[config.mk]
export PLATFORM = sky130hd
export DESIGN_NAME = cam_array
export DESIGN_NICKNAME = d
export VERILOG_FILES = /design/src/rtl/cam_pkg.sv /design/src/rtl/cam_prio_enc.sv /design/src/rtl/cam_array.sv
export SDC_FILE = /design/constraint.sdc
export NUM_CORES = 1
export LEC_CHECK = 0
export CORE_MARGIN = 2
export CORE_UTILIZATION = 50
export CTS_BUF_LIST = sky130_fd_sc_hd__clkbuf_8
export CTS_CLUSTER_DIAMETER = 80
export DETAILED_ROUTE_END_ITERATION = 8
export PLACE_DENSITY = 0.75
export REMOVE_ABC_BUFFERS = 1
export SLEW_MARGIN = 20
export SYNTH_ARGS = -nofsm -noshare
export SYNTH_HDL_FRONTEND = slang
export SYNTH_HIERARCHICAL = 1
export SYNTH_SLANG_ARGS = --single-unit
export TNS_END_PERCENT = 30
[constraint.sdc]
create_clock -name clk -period 2.8 [get_ports clk]
set_input_delay 0.28 -clock clk [delete_from_list [all_inputs] [get_ports clk]]
set_output_delay 0.28 -clock clk [all_outputs]
set_load 0.02 [all_outputs]
[src/rtl/cam_pkg.sv]
// cam_pkg: shared defaults and the search result type for cam_array.
package cam_pkg;
  localparam int CAM_DATA_W = 8;
  localparam int CAM_DEPTH = 8;
  localparam int CAM_ADDR_W = $clog2(CAM_DEPTH);
  typedef struct packed {
    logic hit;
    logic [CAM_ADDR_W-1:0] addr;
    logic [CAM_DEPTH-1:0] match;
  } cam_result_t;
endpackage

[src/rtl/cam_prio_enc.sv]
// cam_prio_enc: lowest-index priority encoder with hit flag, purely combinational.
module cam_prio_enc
  import cam_pkg::*;
#(
  parameter int N = CAM_DEPTH,
  parameter int W = $clog2(N)
) (
  input  logic [N-1:0] vec,
  output logic [W-1:0] idx,
  output logic         hit
);
  always_comb begin
    idx = '0;
    for (int i = N - 1; i >= 0; i--) idx = vec[i] ? W'(i) : idx;
    hit = |vec;
  end
endmodule

[src/rtl/cam_array.sv]
// cam_array: two-stage pipelined CAM with per-entry valid bits.
// Define CAM_TERNARY_EN to add per-entry don't-care masks (wr_mask port).
module cam_array
  import cam_pkg::*;
#(
  parameter int DATA_W = CAM_DATA_W,
  parameter int DEPTH  = CAM_DEPTH,
  parameter int ADDR_W = $clog2(DEPTH)
) (
  input  logic              clk,
  input  logic              rst_n,
  input  logic              wr_en,
  input  logic [ADDR_W-1:0] wr_addr,
  input  logic [DATA_W-1:0] wr_data,
`ifdef CAM_TERNARY_EN
  input  logic [DATA_W-1:0] wr_mask,
`endif
  input  logic              clr_en,
  input  logic [ADDR_W-1:0] clr_addr,
  input  logic              srch_req,
  input  logic [DATA_W-1:0] srch_key,
  output logic              srch_valid,
  output logic              srch_hit,
  output logic [ADDR_W-1:0] srch_addr,
  output logic [DEPTH-1:0]  srch_match,
  output logic [DEPTH-1:0]  status,
  output logic [ADDR_W:0]   count,
  output logic              full
);
  logic [DATA_W-1:0] entry_q [DEPTH];
  logic [DATA_W-1:0] entry_d [DEPTH];
`ifdef CAM_TERNARY_EN
  logic [DATA_W-1:0] mask_q [DEPTH];
  logic [DATA_W-1:0] mask_d [DEPTH];
`endif
  logic [DEPTH-1:0]  valid_q, valid_d, match_q, match_d, srch_match_q, srch_match_d;
  logic              req_q, srch_valid_q, srch_hit_q, srch_hit_d, enc_hit;
  logic [ADDR_W-1:0] srch_addr_q, srch_addr_d, enc_addr;
  logic [ADDR_W:0]   count_q, count_d;

  cam_prio_enc #(.N(DEPTH), .W(ADDR_W)) u_enc (.vec(match_q), .idx(enc_addr), .hit(enc_hit));

  // Stage 1 compares against pre-edge contents; clear is applied after write so it wins.
  always_comb begin
    entry_d = entry_q;
    valid_d = valid_q;
`ifdef CAM_TERNARY_EN
    mask_d = mask_q;
`endif
    match_d = '0;
    count_d = '0;
    for (int i = 0; i < DEPTH; i++) begin
      if (wr_en && wr_addr == ADDR_W'(i)) begin
        entry_d[i] = wr_data;
        valid_d[i] = 1'b1;
`ifdef CAM_TERNARY_EN
        mask_d[i] = wr_mask;
`endif
      end
      if (clr_en && clr_addr == ADDR_W'(i)) valid_d[i] = 1'b0;
`ifdef CAM_TERNARY_EN
      match_d[i] = valid_q[i] & (((entry_q[i] ^ srch_key) & mask_q[i]) == '0);
`else
      match_d[i] = valid_q[i] & (entry_q[i] == srch_key);
`endif
      count_d = count_d + (ADDR_W+1)'(valid_d[i]);
    end
    srch_match_d = req_q ? match_q : srch_match_q;
    srch_hit_d = req_q ? enc_hit : srch_hit_q;
    srch_addr_d = req_q ? enc_addr : srch_addr_q;
  end

  always_ff @(posedge clk or negedge rst_n) begin
    if (!rst_n) begin
      entry_q <= '{default: '0};
`ifdef CAM_TERNARY_EN
      mask_q <= '{default: '1};
`endif
      valid_q <= '0;
      match_q <= '0;
      req_q <= 1'b0;
      srch_valid_q <= 1'b0;
      srch_hit_q <= 1'b0;
      srch_addr_q <= '0;
      srch_match_q <= '0;
      count_q <= '0;
    end else begin
      entry_q <= entry_d;
`ifdef CAM_TERNARY_EN
      mask_q <= mask_d;
`endif
      valid_q <= valid_d;
      match_q <= match_d;
      req_q <= srch_req;
      srch_valid_q <= req_q;
      srch_hit_q <= srch_hit_d;
      srch_addr_q <= srch_addr_d;
      srch_match_q <= srch_match_d;
      count_q <= count_d;
    end
  end

  assign srch_valid = srch_valid_q;
  assign srch_hit = srch_hit_q;
  assign srch_addr = srch_addr_q;
  assign srch_match = srch_match_q;
  assign status = valid_q;
  assign count = count_q;
  assign full = count_q == (ADDR_W+1)'(DEPTH);
endmodule

### Word-level counts from Yosys, hierarchy flattened

Index checks and enable logic that the tools add are counted.

* $add $sub $neg: 7
* eq/ne operators: 23
* multiplexer cells: 24
* bitwise operators: 8
* reductions and logical operators: 19

Operators with widths (count)
* $eq 8x8->1: 8
* $eq 3x3->1 const B: 8
* $mux 3: 8
* $add 4x1->4: 4
* $logic_and 1x1->1: 16
* $mux 1: 16
* $eq 3x2->1 const B: 4
* $and 1x1->1: 8
* $reduce_or 8->1: 1
* $eq 3x1->1 const B: 2
* $logic_not 3->1: 2
* $add 3x1->4: 1
* $eq 4x4->1 const B: 1
* $add 2x1->3: 1
* $add 1x1->2: 1

* register bits after elaboration: 98
* logic and storage cells: 97

### Logic depth before layout (Yosys ltp)

Gate-level depths: netlist of the first run.

* depth in word-level cells: 11
* mapped depth: 12

### Hierarchy

The synthesis of the first run kept the hierarchy.

By module, submodules not included
* cam_array: instances 1, cells an instance 328, area each 4463.0 µm², sequential area each 2452.4 µm²
* cam_prio_enc: instances 1, cells an instance 13, area each 81.3 µm², sequential area each 0.0 µm²

### Worst setup path before layout of the first run

Ideal clock, no wire load.

* kind: input to register
* from: in wr_addr[1]
* to: reg count_q[1] (netlist: count[1])
* library setup time: 0.064 ns
* data arrival time: 3.198 ns
* required time: 2.736 ns
* slack: -0.462 ns
* stages on the path: 12
* path through: buf_2 nand4b_1 a21oi_1 fa_1 inv_1 fa_1 inv_1 fa_1 ha_1 inv_1 fa_1 inv_1

RTL lines
* from (decl): line cam_array.sv:13 `input logic [ADDR_W-1:0] wr_addr,`
* $eq 3x2->1: line cam_array.sv:53 `if (wr_en && wr_addr == ADDR_W'(i)) begin`
* $logic_and 1x1->1: line cam_array.sv:53
* $mux 1: line cam_array.sv:53
* $mux 1: line cam_array.sv:60 `if (clr_en && clr_addr == ADDR_W'(i)) valid_d[i] = 1'b0;`
* net valid_d[3]: line cam_array.sv:36 `logic [DEPTH-1:0] valid_q, valid_d, match_q, match_d, srch_match_q, srch_match_d;`
* $add 3x1->4: line cam_array.sv:66 `count_d = count_d + (ADDR_W+1)'(valid_d[i]);`
* $add 4x1->4 (4 in a row): line cam_array.sv:66
* net count_d[1]: line cam_array.sv:39 `logic [ADDR_W:0] count_q, count_d;`
* to (signal assigned): line cam_array.sv:99 `count_q <= count_d;`
* to (decl): line cam_array.sv:39

The timed path passes the listed nets, and every way through them passes these cells.
A chain may end at the register's enable or synchronous reset.

### Final worst setup path of the first run

* from: in clr_addr[2]
* to: reg count_q[1] (netlist: count[1])

* word-level cells in the longest chain between the ends: 10

Ends and longest elaborated chain
* from (decl): line cam_array.sv:19 `input logic [ADDR_W-1:0] clr_addr,`
* $logic_not 3->1: line cam_array.sv:60
* $logic_and 1x1->1: line cam_array.sv:60
* $mux 1: line cam_array.sv:60
* net valid_d[0]: line cam_array.sv:36
* $add 1x1->2: line cam_array.sv:66
* $add 2x1->3: line cam_array.sv:66
* $add 3x1->4: line cam_array.sv:66
* $add 4x1->4 (4 in a row): line cam_array.sv:66
* net count_d[1]: line cam_array.sv:39

The timed path passes the listed nets, and every way through them passes these cells.

==> report_table.html, run 1 <==
<table>
<tr><th>Metric</th><th>Value</th></tr>
<tr><th colspan="2">Clocking</th></tr>
<tr><td>Root Driver</td><td>sky130_fd_sc_hd__clkbuf_8</td></tr>
<tr><td>Skew-Pair Late Insertion Delay</td><td>0.36 ns</td></tr>
<tr><td>Bufs on Longest Clock Path</td><td>2</td></tr>
<tr><td>Sink count of the clock tree</td><td>98</td></tr>
<tr><td>H-tree levels</td><td>3</td></tr>
<tr><td>TritonCTS buffer count</td><td>9</td></tr>
<tr><td>TritonCTS clock tree</td><td>built</td></tr>
<tr><td>Clock transition at path regs</td><td>0.10 ns</td></tr>
<tr><th colspan="2">Timing</th></tr>
<tr><td>Total negative setup slack</td><td>-0.558 ns</td></tr>
<tr><td>Final worst path period share</td><td>111%</td></tr>
<tr><td>Unrepaired setup endpoints after global routing</td><td>true</td></tr>
<tr><td>Timing-limited maximum frequency</td><td>321 MHz</td></tr>
<tr><td>Final hold violations</td><td>0</td></tr>
<tr><td>Setup slack after layout</td><td>-0.311 ns</td></tr>
<tr><td>Number of endpoints failing setup at the final stage</td><td>2</td></tr>
<tr><td>Worst rel slew slack</td><td>53.9%</td></tr>
<tr><td>Max-slew violation count</td><td>0</td></tr>
<tr><td>Final Skew</td><td>0.00997 ns</td></tr>
<tr><td>Slew of the pin with the lowest slew margin</td><td>0.692 ns</td></tr>
<tr><td>Shortest period the worst path allows</td><td>3.11 ns</td></tr>
<tr><th colspan="2">Worst setup path</th></tr>
<tr><td>Type of the setup path with the least slack</td><td>in -&gt; reg</td></tr>
<tr><td>Critical-path cell list</td><td>dlygate4sd2_1, o32a_1, fa_1, inv_2, fa_1, inv_1, fa_1, ha_2, inv_2, fa_2, inv_1</td></tr>
<tr><td>Kind of cell adding the most delay to the critical path</td><td>adder cells</td></tr>
<tr><td>CP max FO</td><td>6</td></tr>
<tr><td>Largest stage delay, worst path</td><td>0.57 ns</td></tr>
<tr><td>Reg-to-reg slack, setup</td><td>-0.28 ns</td></tr>
<tr><td>Reg-to-reg endpoint</td><td>count[1]</td></tr>
<tr><td>Worst Setup Start Kind</td><td>input port</td></tr>
<tr><td>Cell seen most often among critical-path stages</td><td>sky130_fd_sc_hd__fa_1</td></tr>
<tr><td>CP Capture Type</td><td>flip-flop</td></tr>
<tr><td>Signal arrival time at the worst endpoint</td><td>3.38 ns</td></tr>
<tr><td>Crit path max-delay cell type</td><td>sky130_fd_sc_hd__fa_1</td></tr>
<tr><td>Required @ worst endpoint</td><td>3.07 ns</td></tr>
<tr><td>Total buffers and inverters traversed by the critical path</td><td>5</td></tr>
<tr><td>R2R depth</td><td>10</td></tr>
<tr><td>Beginning of the worst register-to-register path</td><td>status[0]</td></tr>
<tr><th colspan="2">Die</th></tr>
<tr><td>Die W</td><td>99.3 um</td></tr>
<tr><td>Placement row count</td><td>34</td></tr>
<tr><td>Core Box Area</td><td>8760 sq um</td></tr>
<tr><td>Vertical die dimension</td><td>99.3 um</td></tr>
<tr><td>Starting Density</td><td>51.9%</td></tr>
<tr><td>I/O pins</td><td>53</td></tr>
<tr><td>Area of the die</td><td>9870 sq um</td></tr>
<tr><th colspan="2">Yosys</th></tr>
<tr><td>Async set-or-reset flop fraction in the synthesized netlist</td><td>100%</td></tr>
<tr><td>Unique cell type count in the Yosys netlist</td><td>34</td></tr>
<tr><td>Most used DFF post-synth</td><td>sky130_fd_sc_hd__dfrtp_1</td></tr>
<tr><td>Sequential area share after synthesis</td><td>54.0%</td></tr>
<tr><td>Warning count from the yosys run</td><td>6</td></tr>
<tr><td>Number of standard cells after synthesis</td><td>341</td></tr>
<tr><td>Area of the mapped netlist</td><td>4540 sq um</td></tr>
<tr><td>Post-synth EDFFs</td><td>0</td></tr>
<tr><td>Synth Register Bits</td><td>98</td></tr>
<tr><td>Mapped Avg Cell Area</td><td>13.3 sq um</td></tr>
<tr><th colspan="2">Worst hold path</th></tr>
<tr><td>Hold Startpoint</td><td>srch_req</td></tr>
<tr><td>Hold Path Stages</td><td>1</td></tr>
<tr><td>Class of the tightest hold or removal check</td><td>in -&gt; reg</td></tr>
<tr><td>Worst Hold End</td><td>req_q</td></tr>
<tr><th colspan="2">Route</th></tr>
<tr><td>Antenna viol nets, final</td><td>0</td></tr>
<tr><td>Violation count after the first detailed-routing iteration</td><td>152</td></tr>
<tr><td>1st-pass router iterations</td><td>4</td></tr>
<tr><td>Post-detailed-routing wire length</td><td>10400 um</td></tr>
<tr><td>Via count</td><td>2932</td></tr>
<tr><td>Wire per inst</td><td>19.3 um</td></tr>
<tr><td>Ratio of routed vias to standard cells</td><td>5.46</td></tr>
<tr><td># DRC</td><td>0</td></tr>
<tr><th colspan="2">Layout</th></tr>
<tr><td>Share of final-layout standard cells stronger than drive strength 1</td><td>31.9%</td></tr>
<tr><td>Cell area after layout</td><td>5630 sq um</td></tr>
<tr><td>Final Net Count</td><td>458</td></tr>
<tr><td>Diode insertion count for antenna repair</td><td>0</td></tr>
<tr><td>Area added between synthesis and finish</td><td>23.9%</td></tr>
<tr><th colspan="2">Place</th></tr>
<tr><td>Minimum setup slack after placement</td><td>-1.03 ns</td></tr>
<tr><td>RD Place Congestion</td><td>0.804</td></tr>
<tr><td>Quantity of I/O buffers inserted on ports</td><td>52</td></tr>
<tr><td>Placed cell area</td><td>5350 sq um</td></tr>
<tr><td>DPL Wire Length</td><td>7410 um</td></tr>
<tr><th colspan="2">Global routing</th></tr>
<tr><td>Met1 GRT Util</td><td>29.8%</td></tr>
<tr><td>Met3 layer usage reported by global route</td><td>6.11%</td></tr>
<tr><td>Top Usage Layer GRT</td><td>met2</td></tr>
<tr><td>Met2 GRT Util</td><td>37.3%</td></tr>
<tr><td>Global-route wire length before repair</td><td>17000 um</td></tr>
<tr><td>Antenna violations before repair</td><td>0</td></tr>
<tr><td>Total gr overflow</td><td>0</td></tr>
<tr><td>Largest net degree at the start of global routing</td><td>53</td></tr>
<tr><td>Total GRT Usage</td><td>22.6%</td></tr>
<tr><td>Vias in the first global route</td><td>3198</td></tr>
<tr><th colspan="2">Status</th></tr>
<tr><td>Violations in the final reports</td><td>negative setup slack</td></tr>
<tr><td>Status</td><td>finished, violations left</td></tr>
<tr><th colspan="2">Power</th></tr>
<tr><td>Power per standard cell area</td><td>697 nW/um^2</td></tr>
<tr><td>Maximum vdd drop</td><td>0.341 mV</td></tr>
<tr><td>Switching share of total power</td><td>30.3%</td></tr>
<tr><td>Int Power</td><td>2740 uW</td></tr>
<tr><td>Static leakage</td><td>0.00237 uW</td></tr>
<tr><td>Net switching power</td><td>1190 uW</td></tr>
<tr><td>Part of the total power dissipated in the clock network</td><td>23.7%</td></tr>
<tr><td>Portion of total power attributed to combinational logic</td><td>28.9%</td></tr>
<tr><td>Sequential cell fraction of total power</td><td>47.4%</td></tr>
<tr><th colspan="2">Flow run</th></tr>
<tr><td>Max-cap violations</td><td>0</td></tr>
</table>
## timing repair
item	4_1_cts	5_1_grt
endpoints found under the hold margin	51	0
setup buffers	4	2
pin swaps	4	4
hold buffers	1	0
endpoints found under the setup margin	4	3
gates resized for setup	20	5
## routing by layer
layer	wire length [um]	vias up
li1	-	1347
met5	0	-
met2	5070	83
met3	612	22
met1	4460	1480
met4	216	0
## power by group through the flow
stage	sequential, uW	combinational (uW)	clock, uW
floorplan	1920	645	0
CTS	1860	1150	953
global placement	1870	1080	0
global route	1890	1250	1020
detailed placement	1890	1110	0
finish	1860	1140	930
## cells in the mapped netlist, types with 4 or more instances
cell type | instances | share of area [%]
sky130_fd_sc_hd__a21oi_1 | 5 | 0.55
sky130_fd_sc_hd__xnor2_1 | 62 | 12
sky130_fd_sc_hd__nand4_1 | 9 | 1.2
sky130_fd_sc_hd__nand2_1 | 9 | 0.74
sky130_fd_sc_hd__fa_1 | 4 | 1.8
sky130_fd_sc_hd__nand3_1 | 9 | 0.99
sky130_fd_sc_hd__inv_1 | 12 | 0.99
sky130_fd_sc_hd__nor2_1 | 5 | 0.41
sky130_fd_sc_hd__dfrtp_1 | 98 | 54
sky130_fd_sc_hd__nor3_1 | 6 | 0.66
sky130_fd_sc_hd__clkbuf_1 | 8 | 0.66
sky130_fd_sc_hd__mux2_2 | 76 | 19
## final cells by class
class | instances | area (sq um)
fill | 674 | 3130
sequential | 98 | 2450
multi-input combinational | 220 | 2030
timing repair buffer | 83 | 768
clock buffer | 10 | 138
tap | 108 | 135
clock inverter | 6 | 66.3
inverter | 12 | 45.0
## worst reg2reg max path, stage by stage (launching register included)
cell and delay (ns):
sky130_fd_sc_hd__dfrtp_1 0.39, sky130_fd_sc_hd__o32a_1 0.19, sky130_fd_sc_hd__fa_1 0.57, sky130_fd_sc_hd__inv_2 0.05
sky130_fd_sc_hd__fa_1 0.49, sky130_fd_sc_hd__inv_1 0.06, sky130_fd_sc_hd__fa_1 0.48, sky130_fd_sc_hd__ha_2 0.18
sky130_fd_sc_hd__inv_2 0.04, sky130_fd_sc_hd__fa_2 0.50, sky130_fd_sc_hd__inv_1 0.03
## registers in the layout (all words and copies together) (netlist names)
signal	flops
srch_match	8
status	8
srch_hit	1
srch_addr	3
match_q	8
entry_q	64
req_q	1
count	4
srch_valid	1
## metrics by stage
stage               power, uW  std cells  hold WS, ns  utilization, %
floorplan                2560        330      -0.0156               -
CTS                      3960        535        0.363            64.1
global route             4170        537        0.361            64.3
finish                   3930        537        0.370            64.3
detailed placement       3000        514        0.373            61.0
global placement         2950        514        0.367            61.0
## layout by cell type (no fill, tap or decap), drive strengths merged, types with 3 or more instances in the layout
cell,n
clkdlybuf4s15,4
nand4,9
o32a,3
nor2,7
mux2,76
nor4,4
a21oi,5
inv,12
xnor2,62
ha,3
nor3,8
nand3,9
fa,4
clkinvlp,3
nand2b,3
clkdlybuf4s50,43
nand2,9
dlygate4sd2,3
dfrtp,98
xor2,3
clkbuf,11
buf,31
## how the worst max path moves through the flow
stage               slack (ns)  endpoint  cells after the start         from
global placement         -0.96  count[2]                     13   wr_addr[2]
finish                   -0.31  count[1]                     11  clr_addr[2]
CTS                      -0.39  count[1]                     10    status[1]
detailed placement       -1.03  count[2]                     13   wr_addr[2]
global route             -0.35  count[1]                     10    status[0]
floorplan                -0.45  count[1]                     12   wr_addr[2]
## kinds of logic after synthesis
family,after synthesis,share of synthesized area (%)
compound gates,16,2.53
xor+xnor,65,12.5
fa+ha+maj,7,2.59
buf+inv,23,1.95
flops,98,54.0
mux,76,18.8
simple gates,56,7.60
(Power assumes the default switching activity.)
==> run 2: changes to the inputs <==
Settings changed: ABC_CLOCK_PERIOD_IN_PS set to 2800, PLACE_DENSITY 0.75 to 0.74.
==> run 2 against run 1 <==
Cell count shrank 0.19%. Global-route usage shrank 1.3 points. Clock-buffer cell count is the same. The flow still finishes with violations (negative setup slack). Design area shrank 0.40%. Critical path type unchanged. Sequential cell count is the same. Clock power shrank 5.8%. Highest routed layer unchanged. Critical path depth grew 2. Worst hold slack lost 0.035 ns. First-iteration DRC count shrank 9.9%.
==> report_table.html, run 2 (synthesis gave the netlist of run 1 again) <==
<table>
<tr><th>Metric</th><th>Value</th></tr>
<tr><th colspan="2">Status</th></tr>
<tr><td>Status</td><td>finished, violations left</td></tr>
<tr><td>Violations in the final reports</td><td>negative setup slack</td></tr>
<tr><th colspan="2">Clocking</th></tr>
<tr><td>Bufs on Longest Clock Path</td><td>2</td></tr>
<tr><td>Skew-Pair Late Insertion Delay</td><td>0.35 ns</td></tr>
<tr><td>Root Driver</td><td>sky130_fd_sc_hd__clkbuf_8</td></tr>
<tr><td>Clock transition at path regs</td><td>0.09 ns</td></tr>
<tr><td>TritonCTS clock tree</td><td>built</td></tr>
<tr><td>H-tree levels</td><td>3</td></tr>
<tr><td>Sink count of the clock tree</td><td>98</td></tr>
<tr><td>TritonCTS buffer count</td><td>9</td></tr>
<tr><th colspan="2">Die</th></tr>
<tr><td>Area of the die</td><td>9870 sq um</td></tr>
<tr><td>Vertical die dimension</td><td>99.3 um</td></tr>
<tr><td>I/O pins</td><td>53</td></tr>
<tr><td>Starting Density</td><td>51.9%</td></tr>
<tr><td>Placement row count</td><td>34</td></tr>
<tr><td>Core Box Area</td><td>8760 sq um</td></tr>
<tr><td>Die W</td><td>99.3 um</td></tr>
<tr><th colspan="2">Timing</th></tr>
<tr><td>Max-slew violation count</td><td>0</td></tr>
<tr><td>Setup slack after layout</td><td>-0.234 ns</td></tr>
<tr><td>Timing-limited maximum frequency</td><td>330 MHz</td></tr>
<tr><td>Final hold violations</td><td>0</td></tr>
<tr><td>Slew of the pin with the lowest slew margin</td><td>0.561 ns</td></tr>
<tr><td>Worst rel slew slack</td><td>62.5%</td></tr>
<tr><td>Number of endpoints failing setup at the final stage</td><td>2</td></tr>
<tr><td>Final Skew</td><td>0.00950 ns</td></tr>
<tr><td>Unrepaired setup endpoints after global routing</td><td>true</td></tr>
<tr><td>Final worst path period share</td><td>108%</td></tr>
<tr><td>Shortest period the worst path allows</td><td>3.03 ns</td></tr>
<tr><th colspan="2">Route</th></tr>
<tr><td># DRC</td><td>0</td></tr>
<tr><td>Ratio of routed vias to standard cells</td><td>5.38</td></tr>
<tr><td>1st-pass router iterations</td><td>4</td></tr>
<tr><td>Via count</td><td>2882</td></tr>
<tr><td>Post-detailed-routing wire length</td><td>9960 um</td></tr>
<tr><td>Wire per inst</td><td>18.6 um</td></tr>
<tr><td>Violation count after the first detailed-routing iteration</td><td>137</td></tr>
<tr><td>Antenna viol nets, final</td><td>0</td></tr>
<tr><th colspan="2">Flow run</th></tr>
<tr><td>Max-cap violations</td><td>0</td></tr>
<tr><th colspan="2">Layout</th></tr>
<tr><td>Share of final-layout standard cells stronger than drive strength 1</td><td>32.5%</td></tr>
<tr><td>Area added between synthesis and finish</td><td>23.4%</td></tr>
<tr><td>Most frequent standard cell in the layout excluding fill and tap cells</td><td>sky130_fd_sc_hd__dfrtp_1</td></tr>
<tr><td>Cell area after layout</td><td>5610 sq um</td></tr>
<tr><td>Largest Register</td><td>entry_q</td></tr>
<tr><td>Diode insertion count for antenna repair</td><td>0</td></tr>
<tr><td>Max FFs per register</td><td>64</td></tr>
<tr><td>Final Net Count</td><td>460</td></tr>
<tr><td>Post-route non-filler standard cell count</td><td>536</td></tr>
<tr><td>Top library cells by usage in the layout, fill and taps aside</td><td>sky130_fd_sc_hd__dfrtp_1 (98), sky130_fd_sc_hd__mux2_2 (76), sky130_fd_sc_hd__xnor2_1 (62)</td></tr>
<tr><th colspan="2">Global routing</th></tr>
<tr><td>Global-route wire length before repair</td><td>15900 um</td></tr>
<tr><td>Top Usage Layer GRT</td><td>met2</td></tr>
<tr><td>Total gr overflow</td><td>0</td></tr>
<tr><td>Antenna violations before repair</td><td>0</td></tr>
<tr><td>Largest net degree at the start of global routing</td><td>99</td></tr>
<tr><td>Vias in the first global route</td><td>3010</td></tr>
<tr><td>Met3 layer usage reported by global route</td><td>2.88%</td></tr>
<tr><td>Total GRT Usage</td><td>21.4%</td></tr>
<tr><td>Met1 GRT Util</td><td>28.3%</td></tr>
<tr><td>Met2 GRT Util</td><td>35.8%</td></tr>
<tr><th colspan="2">Power</th></tr>
<tr><td>Power per standard cell area</td><td>691 nW/um^2</td></tr>
<tr><td>Overall power after layout</td><td>3870 uW</td></tr>
<tr><td>Static leakage</td><td>0.00238 uW</td></tr>
<tr><td>Maximum vdd drop</td><td>0.329 mV</td></tr>
<tr><th colspan="2">Place</th></tr>
<tr><td>DPL Wire Length</td><td>7260 um</td></tr>
<tr><td>Placed cell area</td><td>5350 sq um</td></tr>
<tr><td>RD Place Congestion</td><td>0.854</td></tr>
<tr><td>Quantity of I/O buffers inserted on ports</td><td>52</td></tr>
<tr><td>Cell count after placement</td><td>515</td></tr>
<tr><th colspan="2">Worst setup path</th></tr>
<tr><td>Largest stage delay, worst path</td><td>0.44 ns</td></tr>
<tr><td>CP Capture Type</td><td>flip-flop</td></tr>
<tr><td>Signal arrival time at the worst endpoint</td><td>3.33 ns</td></tr>
<tr><td>Required @ worst endpoint</td><td>3.10 ns</td></tr>
<tr><td>Worst Setup Start Kind</td><td>input port</td></tr>
<tr><td>Cell seen most often among critical-path stages</td><td>sky130_fd_sc_hd__fa_1</td></tr>
<tr><td>Kind of cell adding the most delay to the critical path</td><td>adder cells</td></tr>
<tr><td>Critical-path cell list</td><td>dlygate4sd2_1, buf_4, nand4b_1, a21oi_2, fa_1, inv_1, fa_1, inv_1, fa_1, ha_2, inv_2, fa_2, inv_2</td></tr>
<tr><td>Type of the setup path with the least slack</td><td>in -&gt; reg</td></tr>
<tr><td>CP max FO</td><td>4</td></tr>
<tr><td>Start point of the critical path</td><td>wr_addr[2]</td></tr>
<tr><td>Beginning of the worst register-to-register path</td><td>status[0]</td></tr>
<tr><td>Total buffers and inverters traversed by the critical path</td><td>6</td></tr>
<tr><td>Crit path max-delay cell type</td><td>sky130_fd_sc_hd__fa_1</td></tr>
<tr><th colspan="2">Worst hold path</th></tr>
<tr><td>Hold Startpoint</td><td>clr_addr[2]</td></tr>
<tr><td>Class of the tightest hold or removal check</td><td>in -&gt; reg</td></tr>
</table>
[run 2: cell types whose count changed in the layout (fill, tap and decap cells not counted), sizes merged]
cell and delta:
dlygate4sd2 -2, clkinv -1, clkbuf +2, clkinvlp -2
buf +2
[run 2: path summary, 6_finish.rpt]
path	to	slack, ns	cells past startpoint
worst max register to register	count[1]	-0.23	10
worst max-delay path	count[1]	-0.23	13
min in group asynchronous	srch_match[5]	0.52	3
max in group asynchronous	entry_q[60]	1.90	3
worst min-delay path	status[2]	0.34	2
worst min register to register	srch_match[7]	0.51	1
[run 2: per-layer routing]
layer | vias up | share of wire, %
li1 | 1346 | -
met1 | 1449 | 42
met2 | 70 | 50
met3 | 17 | 4.5
met4 | 0 | 2.7
met5 | - | 0
[run 2: per-stage QoR]
step                setup WS (ns)  utilization (%)  TNS, ns  hold slack (ns)
global route               -0.353             64.0   -0.694            0.339
finish                     -0.234             64.0   -0.385            0.335
CTS                        -0.269             63.9   -0.458            0.363
detailed placement         -0.988             61.1    -3.09            0.381
floorplan                  -0.446                -    -1.05          -0.0156
global placement           -0.875             61.1    -2.78            0.377
[run 2: cell type report]
| class | count | area (sq um) |
|---|---|---|
| timing repair buffer | 85 | 769 |
| inverter | 12 | 45.0 |
| sequential | 98 | 2450 |
| multi-input combinational | 220 | 2030 |
| tap | 108 | 135 |
| clock inverter | 3 | 42.5 |
| clock buffer | 10 | 138 |
| fill | 693 | 3150 |
[run 2: what timing repair did]
action | CTS | global route
pin swaps | 4 | 3
endpoints found under the setup margin | 4 | 3
buffers inserted | 4 | 3
gates resized for setup | 21 | 7
hold buffers | 1 | 0
endpoints found under the hold margin | 26 | 0
[run 2: worst reg2reg max path, cell delays in order (launching register included)]
cell and delay, ns:
sky130_fd_sc_hd__dfrtp_1 0.39, sky130_fd_sc_hd__o32a_1 0.20, sky130_fd_sc_hd__fa_1 0.54, sky130_fd_sc_hd__inv_1 0.05, sky130_fd_sc_hd__fa_1 0.47, sky130_fd_sc_hd__inv_1 0.05, sky130_fd_sc_hd__fa_1 0.48, sky130_fd_sc_hd__ha_2 0.18
sky130_fd_sc_hd__inv_2 0.04, sky130_fd_sc_hd__fa_2 0.52, sky130_fd_sc_hd__inv_2 0.03
[run 2: where the power goes]
group	internal (uW)	total, uW	leakage, uW	switching, uW
combinational	631	1150	0.00107	517
clock	422	876	0.0000901	454
sequential	1680	1850	0.00121	169
